## src/rtl/adc_sample_sched.sv

```systemverilog
// -----------------------------------------------------------------------------
// adc_sample_sched
//
// Acquisition scheduler for a serial ADC front-end. After a start pulse the
// front-end is enabled, the first DISCARD conversions are thrown away while the
// ADC settles, and then one sample in every dec_factor is kept and queued in a
// small FIFO for a ready/valid consumer. A stop pulse disables the front-end
// and lets the FIFO drain before returning to idle. Samples that arrive while
// the FIFO is full (and not being popped) are dropped and counted.
//
// Parameters
//   DEPTH    FIFO depth in samples (power of two, 2..16)
//   DISCARD  conversions discarded after each start (0..15)
//
// Optional feature
//   ADC_SCHED_TIMESTAMP_EN  when defined, adds output sample_idx: the index of
//                           the kept sample at the FIFO head (dropped samples
//                           also consume an index).
//
// Ports
//   clk          clock, rising edge
//   rst          asynchronous reset, active high
//   start        one-cycle pulse, begins acquisition (idle only)
//   stop         one-cycle pulse, ends acquisition (wins over start)
//   dec_factor   keep one sample in dec_factor (0 acts as 1), latched on start
//   adc_data     converted sample
//   adc_strobe   one-cycle pulse, adc_data valid
//   adc_en       front-end enable (settle and run phases)
//   out_data     FIFO head sample (0 when out_valid is low)
//   out_valid    FIFO not empty
//   out_ready    consumer accepts out_data
//   busy         scheduler not idle
//   overrun      sticky: a kept sample was dropped since the last start
//   overrun_cnt  number of dropped samples, saturating at 255
//   sample_idx   (optional) index of the head sample, aligned with out_data
// -----------------------------------------------------------------------------
module adc_sample_sched #(
    parameter int DEPTH   = 4,
    parameter int DISCARD = 2
) (
    input  logic        clk,
    input  logic        rst,
    input  logic        start,
    input  logic        stop,
    input  logic [7:0]  dec_factor,
    input  logic [11:0] adc_data,
    input  logic        adc_strobe,
    output logic        adc_en,
    output logic [11:0] out_data,
    output logic        out_valid,
    input  logic        out_ready,
    output logic        busy,
    output logic        overrun,
    output logic [7:0]  overrun_cnt
`ifdef ADC_SCHED_TIMESTAMP_EN
    ,
    output logic [15:0] sample_idx
`endif
);

    localparam int          AW        = (DEPTH > 1) ? $clog2(DEPTH) : 1;
    localparam logic [AW:0] FULL_CNT  = DEPTH[AW:0];
    localparam logic [4:0]  DISCARD_C = DISCARD[4:0];

    typedef enum logic [1:0] {
        IDLE,
        SETTLE,
        RUN,
        DRAIN
    } state_t;

    state_t state, state_nxt;

    logic [7:0]    dec_lat;
    logic [7:0]    dec_cnt;
    logic [3:0]    settle_cnt;

    // One-deep staging register: a kept sample enters the FIFO the cycle
    // after its strobe, which is also where the full/overrun decision is made.
    logic          pend_valid;
    logic [11:0]   pend_data;

    logic [11:0]   mem [DEPTH];
    logic [AW-1:0] wr_ptr;
    logic [AW-1:0] rd_ptr;
    logic [AW:0]   count;
    logic [AW:0]   count_nxt;

    logic start_go;
    logic settle_strobe;
    logic run_strobe;
    logic settle_done;
    logic keep;
    logic fifo_full;
    logic push;
    logic pop;
    logic drop;

`ifdef ADC_SCHED_TIMESTAMP_EN
    logic [15:0] idx_cnt;
    logic [15:0] pend_idx;
    logic [15:0] idx_mem [DEPTH];
`endif

    // ------------------------------------------------------------------
    // Qualified events. stop has priority over both start and a strobe in
    // the same cycle; strobes outside SETTLE/RUN are ignored.
    // ------------------------------------------------------------------
    assign start_go      = (state == IDLE) && start && !stop;
    assign settle_strobe = (state == SETTLE) && adc_strobe && !stop;
    assign run_strobe    = (state == RUN) && adc_strobe && !stop;
    assign settle_done   = settle_strobe && (({1'b0, settle_cnt} + 5'd1) == DISCARD_C);
    assign keep          = run_strobe && (dec_cnt == 8'd0);

    // ------------------------------------------------------------------
    // FIFO handshake. A pop in the same cycle frees the slot the pending
    // sample needs, so a full FIFO only drops when nothing is leaving.
    // ------------------------------------------------------------------
    assign out_valid = (count != '0);
    assign fifo_full = (count == FULL_CNT);
    assign pop       = out_valid && out_ready;
    assign push      = pend_valid && (!fifo_full || pop);
    assign drop      = pend_valid && fifo_full && !pop;

    // Gating keeps out_data at zero after reset without resetting the array.
    assign out_data  = out_valid ? mem[rd_ptr] : 12'd0;

`ifdef ADC_SCHED_TIMESTAMP_EN
    assign sample_idx = out_valid ? idx_mem[rd_ptr] : 16'd0;
`endif

    always_comb begin
        count_nxt = count;
        if (push && !pop) begin
            count_nxt = count + {{AW{1'b0}}, 1'b1};
        end else if (pop && !push) begin
            count_nxt = count - {{AW{1'b0}}, 1'b1};
        end
    end

    // ------------------------------------------------------------------
    // FSM
    // ------------------------------------------------------------------
    // NOTE: sequential state uses non-blocking (<=) so every register samples
    // the pre-edge values of its neighbours regardless of block ordering.
    always_ff @(posedge clk or posedge rst) begin
        if (rst) begin
            state <= IDLE;
        end else begin
            state <= state_nxt;
        end
    end

    // NOTE: every signal driven here gets a default on entry so no path
    // leaves it unassigned, which would otherwise infer a latch.
    always_comb begin
        state_nxt = state;
        adc_en    = 1'b0;
        busy      = 1'b1;
        case (state)
            IDLE: begin
                busy = 1'b0;
                if (start_go) begin
                    state_nxt = (DISCARD == 0) ? RUN : SETTLE;
                end
            end
            SETTLE: begin
                adc_en = 1'b1;
                if (stop) begin
                    state_nxt = DRAIN;
                end else if (settle_done) begin
                    state_nxt = RUN;
                end
            end
            RUN: begin
                adc_en = 1'b1;
                if (stop) begin
                    state_nxt = DRAIN;
                end
            end
            DRAIN: begin
                // Leaves as soon as the FIFO empties; with an already empty
                // FIFO this makes DRAIN last exactly one cycle.
                if (count_nxt == '0) begin
                    state_nxt = IDLE;
                end
            end
            default: begin
                state_nxt = IDLE;
            end
        endcase
    end

    // ------------------------------------------------------------------
    // Counters, staging register, FIFO pointers and overrun tracking
    // ------------------------------------------------------------------
    always_ff @(posedge clk or posedge rst) begin
        if (rst) begin
            dec_lat     <= 8'd1;
            dec_cnt     <= 8'd0;
            settle_cnt  <= 4'd0;
            pend_valid  <= 1'b0;
            pend_data   <= 12'd0;
            wr_ptr      <= '0;
            rd_ptr      <= '0;
            count       <= '0;
            overrun     <= 1'b0;
            overrun_cnt <= 8'd0;
`ifdef ADC_SCHED_TIMESTAMP_EN
            idx_cnt     <= 16'd0;
            pend_idx    <= 16'd0;
`endif
        end else begin
            if (start_go) begin
                dec_lat     <= (dec_factor == 8'd0) ? 8'd1 : dec_factor;
                dec_cnt     <= 8'd0;
                settle_cnt  <= 4'd0;
                overrun     <= 1'b0;
                overrun_cnt <= 8'd0;
`ifdef ADC_SCHED_TIMESTAMP_EN
                idx_cnt     <= 16'd0;
`endif
            end

            if (settle_strobe) begin
                settle_cnt <= settle_cnt + 4'd1;
            end

            if (run_strobe) begin
                dec_cnt <= (dec_cnt == dec_lat - 8'd1) ? 8'd0 : dec_cnt + 8'd1;
            end

            pend_valid <= keep;
            if (keep) begin
                pend_data <= adc_data;
`ifdef ADC_SCHED_TIMESTAMP_EN
                pend_idx  <= idx_cnt;
                idx_cnt   <= idx_cnt + 16'd1;
`endif
            end

            // A pending sample only exists in RUN, so this never coincides
            // with the clear on start.
            if (drop) begin
                overrun <= 1'b1;
                if (overrun_cnt != 8'hFF) begin
                    overrun_cnt <= overrun_cnt + 8'd1;
                end
            end

            if (push) begin
                wr_ptr <= wr_ptr + AW'(1);
            end
            if (pop) begin
                rd_ptr <= rd_ptr + AW'(1);
            end
            count <= count_nxt;
        end
    end

    // NOTE: the storage array has no reset; emptiness is tracked by count and
    // the read side is gated, so stale contents are never observable.
    always_ff @(posedge clk) begin
        if (push) begin
            mem[wr_ptr] <= pend_data;
`ifdef ADC_SCHED_TIMESTAMP_EN
            idx_mem[wr_ptr] <= pend_idx;
`endif
        end
    end

endmodule
```

## config.mk

```make
export PLATFORM = sky130hd
export DESIGN_NAME = adc_sample_sched
export DESIGN_NICKNAME = d
export VERILOG_FILES = /design/src/rtl/adc_sample_sched.sv
export SDC_FILE = /design/constraint.sdc
export NUM_CORES = 1
export LEC_CHECK = 0
export ABC_AREA = 1
export CAP_MARGIN = 20
export CORE_ASPECT_RATIO = 0.8
export CORE_MARGIN = 10
export CORE_UTILIZATION = 35
export DETAILED_ROUTE_END_ITERATION = 16
export HOLD_SLACK_MARGIN = 0.06
export RECOVER_POWER = 50
export SYNTH_ARGS = -nofsm -noshare
export SYNTH_HDL_FRONTEND = slang
export SYNTH_SLANG_ARGS = --single-unit
```

## constraint.sdc

```tcl
create_clock -name clk -period 3.5 [get_ports clk]
set_input_delay 0.7 -clock clk [delete_from_list [all_inputs] [get_ports clk]]
set_output_delay 0.7 -clock clk [all_outputs]
set_load 0.01 [all_outputs]
```

After elaboration in Yosys (flattened, before gate mapping)
Memory sizes are Yosys's and may differ from the RTL's.
Index checks and enable logic that the tools add are counted.
Widths: inputs -> output; s select.
- add/subtract/negate cells: 9
- eq/ne operators: 11
- multiplexer cells: 24
- reductions and logical operators: 29
- operator list (cell ; count):
    $mux 8 ; 7
    $add 8x1->8 const B ; 2
    $logic_not 8->1 ; 2
    $logic_and 1x1->1 ; 14
    $mux 12 ; 1
    $mux 2 ; 5
    $eq 8x8->1 ; 1
    $mux 4 ; 2
    $ne 8x8->1 const B ; 1
    $pmux 2 s4 ; 1
    $sub 8x1->8 const B ; 1
    $mux 1 ; 6
    $mux 3 ; 2
    $ne 2x2->1 const B ; 3
    $reduce_bool 2->1 ; 3
    $add 4x1->5 const B ; 1
    $eq 5x2->1 const B ; 1
    $add 2x1->2 const B ; 2
    $add 4x1->4 const B ; 1
    $eq 2x2->1 const B ; 2
    $logic_not 1->1 ; 4
    $reduce_and 4->1 ; 1
    $add 3x1->3 const B ; 1
    $eq 3x3->1 const B ; 1
    8 further kinds ; 8
- register bits after elaboration: 51
- memory bits (writable): 48
- output and inout bits: 24
- memories kept: 1
- memories (memory ; words ; width ; read ports ; clocked after memory_dff ; write ports ; line ; source):
    mem ; 4 ; 12 ; 1 ; 0 ; 1 ; 83 ; logic [11:0] mem [DEPTH];

Depth between registers and ports, before layout
- depth in word-level cells: 11
- gate-level depth with buffers: 13
- depth with buffers taken out: 13

Worst setup path after synthesis
Ideal clock, no wire load.
- path kind: reg-to-reg
- from: register count[0]
- to: memory mem[0][0] (enable)
- arrival: 1.615 ns
- required time: 3.120 ns
- path slack: 1.504 ns
- stages on the path, launching flop included: 7
- buffers on the path: 0
- path through: dfrtp_1 > inv_1 > ha_1 > nand2_2 > or2_4 > nand2_1 > nor2_1
- longest elaborated chain between the ends: 6
- elaborated cells between the ends (all ways): 8
- RTL lines (element ; line ; source):
    start, declared ; 86 ; logic [AW:0] count;
    start signal, assigned ; 257 ; count <= count_nxt;
    $eq 3x3->1 or $reduce_bool 3->1 (tied branches) ; 120, 119 ;
    $logic_not 1->1 or $logic_and 1x1->1 (tied branches) ; 122, 121 ;
    $logic_or 1x1->1 (*) ; 122 ; assign push = pend_valid && (!fifo_full || pop);
    $logic_and 1x1->1 (*) ; 122 ;
    $mux 1 (*) ; 264 ; if (push) begin
    $mux 1 (not written as such) (*) ; 265 ; mem[wr_ptr] <= pend_data;
    end, declared ; 83 ;
Every way passes the cells marked *; elsewhere a longest branch is shown, timed or not.

Worst setup path in the final report
- from: register rd_ptr[0]
- to: output out_data[4]
- longest elaborated chain between the ends: 2
- RTL lines (element ; line ; source):
    start, declared ; 85 ; logic [AW-1:0] rd_ptr;
    start signal, assigned ; 255 ; rd_ptr <= rd_ptr + AW'(1);
    $mem_v2 4x12 ; -- ;
    $mux 12 ; 126 ; assign out_data = out_valid ? mem[rd_ptr] : 12'd0;
    end, declared ; 49 ; output logic [11:0] out_data,
No other way between the ends.

==> metrics.yaml <==
tritoncts: "done"
grt_overflow: 0
synth_edf_count: 48
hold_class: "flop to flop"
fp.dieW_um: 151
clock_latency_ns: 0.34
p_leak_uw: 0.00245
cts_hold_buf: 0
fin_skew_ns: 0.00844
syn_nets: 557
firstDrtPassIters: 4
cp_max_fo: 15
grt_max_degree: 26
power.share.clock_pct: 22.7
p_int_uw: 2810
viasPerCell: 4.60
yosysUniqueCellTypes: 37
switching_power_uw: 1590
avgSynthCellArea_sq_um: 9.35
mappedNetlistArea_sq_mm: 0.00480
gp_congestion: 0.818
antenna_cells: 0
area_growth_pct: 20.8
nets: 613
die_area_sq_mm: 0.0188
post-route-min-period_ns: 3.01
post-route-util_pct: 42.9
yosys-top-cells-count: "116 x nand2_1, 83 x nor2_1, 50 x dfrtp_1, 48 x edfxtp_1, 40 x inv_1"
rsz0062_at_grt: "false"
r2r_setup_slack_ns: 1.42
antenna_left: 0
yosysWarnings: 0
design.core.area_sq_mm: 0.0135
yosysMostFrequentCell: "nand2_1"
path_clk_slew_ns: 0.07
syn_inst: 513
ys.flop_type: "dfrtp_1"
synth-seq-area-share_pct: 56.7
critPathLaunchType: "flop"
p_seq_share_pct: 41.1
setup_violations: 0
die_height_um: 125
ctsResizeCount: 0
place_inst: 738
netlist.area_leader.share_pct: 30.0
combPwrFrac_pct: 36.2
critPathRequiredTime_ns: 2.80
max_freq_mhz: 332
drv_cap: 0
num_vias: 3468
fin_setup_tns_ns: 0
worstPathArrival_ns: 2.31
peakVddDrop_mv: 0.332
synthTopCellsByArea: "edfxtp_1 30%, dfrtp_1 26%, nand2_1 9.1%, nor2_1 6.5%, ha_1 4.7%"
num_io_pins: 50
postCtsSetupBuffers: 0
p_per_area_mw_per_mm2: 759
end_kind: "output pin"
wl_per_cell_um: 13.3
port_buffers: 49
drive_gt1_share_pct: 8.19
drt_iter0_drc: 193
grt_pass1_vias: 3526
drc: 0
antenna_found_initial: 0
synth.ff_latch_count: 99
post-route-period-util_pct: 86.1
yosys.area.top_type: "edfxtp_1"
status: "finished clean"
drv_slew: 0
wirelength_um: 10100
cts.sinks: 99
final_cell_count_no_fill: 754
dpl.hpwl_um: 7520
swShare_pct: 36.2
synthArstFlopShare_pct: 51.5
htreeDepth: 3
slew_headroom_pct: 23.2
core.rowCount: 38
crit_type: "flop to output pin"
grt.total_usage_pct: 11.2
clockBufferDepth: 2
cts_buffers: 9
tightest_slew_ns: 1.15
finalHoldViolations: 0
initial_core_util_pct: 35.5
cts-root-buf: "clkbuf_16"
grt_first_pass_wirelength_um: 17400
layout make-up:
type	instances	area, sq um
clock buffer	9	225
clock inverter	7	76.3
fill	1334	7710
inverter	49	184
multi-input combinational	352	1820
sequential	99	2720
tap	180	225
timing repair buffer	58	547
cells by family (layout without fill, tap and decap cells):
family	Yosys count	in the layout	synth area share (%)
adders and majority gates	18	18	4.69
muxes	1	1	0.209
AOI/OAI and AO/OA	70	70	7.85
xor gates and xnor gates	20	20	3.65
buffers and inverters	62	123	4.95
and+or+nand+nor	243	243	22.0
DFF	99	99	56.7
power by group through the flow:
stage               combinational, uW  sequential (uW)  clock, uW
finish                           1590             1810        999
global route                     1830             1850       1070
CTS                              1640             1810       1030
detailed placement               1630             1830          0
global placement                 1600             1820          0
floorplan                        1120             1710          0
final timing paths:
check / from / end / cells after the start
setup reg to reg: count[0] / overrun_cnt[5] / 9
hold / removal: overrun / overrun / 2
setup / recovery: rd_ptr[0] / out_data[4] / 6
hold reg to reg: overrun / overrun / 2
max in group asynchronous: rst / overrun_cnt[7] / 3
min in group asynchronous: rst / dec_cnt[4] / 2
sequential cells by signal, indices dropped and copies added, names as in the netlist, 2 cells and up:
name,flops
count,3
dec_cnt,8
dec_lat,8
mem,48
overrun_cnt,8
pend_data,12
rd_ptr,2
settle_cnt,4
state,2
wr_ptr,2
metal layers:
layer	up-vias	global-route usage, %	routed length, um
met2	43	18.6	4780
met1	1623	14.2	4780
met3	9	3.01	425
met5	-	0	0
li1	1793	-	-
met4	0	2.71	76
cells in the final DEF, fill, tap and decap left out, types with 3 or more instances in the layout:
cell             Yosys  final
clkbuf_1             8      3
o22ai_1              3      3
inv_1               40     40
a21oi_2              3      3
nor2_1              83     84
nor3_1               4      4
nand3_1             16     17
nand4_1              5      5
nor4_1               3      3
nand2_1            116    116
o21ai_0             33     34
nand2_4              3      3
ha_1                18     18
inv_2                9      9
dfrtp_1             50     50
dlygate4sd3_1        0      4
clkbuf_16            0      9
nand2_2              3      3
xnor2_1              9      9
xor2_1              11     11
edfxtp_1            48     48
a21oi_1             24     24
clkdlybuf4s50_1      0     45
buf_4                0      6
per-stage QoR:
stage	cell area, sq um	hold WS, ns	total power [uW]	setup slack [ns]
4_1_cts	5830	0.500	4490	0.454
3_5_place_dp	5530	0.476	3470	0.846
2_1_floorplan	4800	0.461	2830	1.50
6_report	5790	0.488	4400	0.485
3_3_place_gp	5530	0.471	3420	0.878
5_1_grt	5790	0.527	4760	0.278
worst max-delay path, stage by stage, from the launching register on:
cell and delay [ns]:
dfrtp_1 0.68, buf_4 0.29, nor2_1 0.06, nor2_1 0.13, o21ai_0 0.11, a21oi_1 0.15
clkdlybuf4s50_1 0.56
Note: power is estimated with default switching activity, not from simulation.
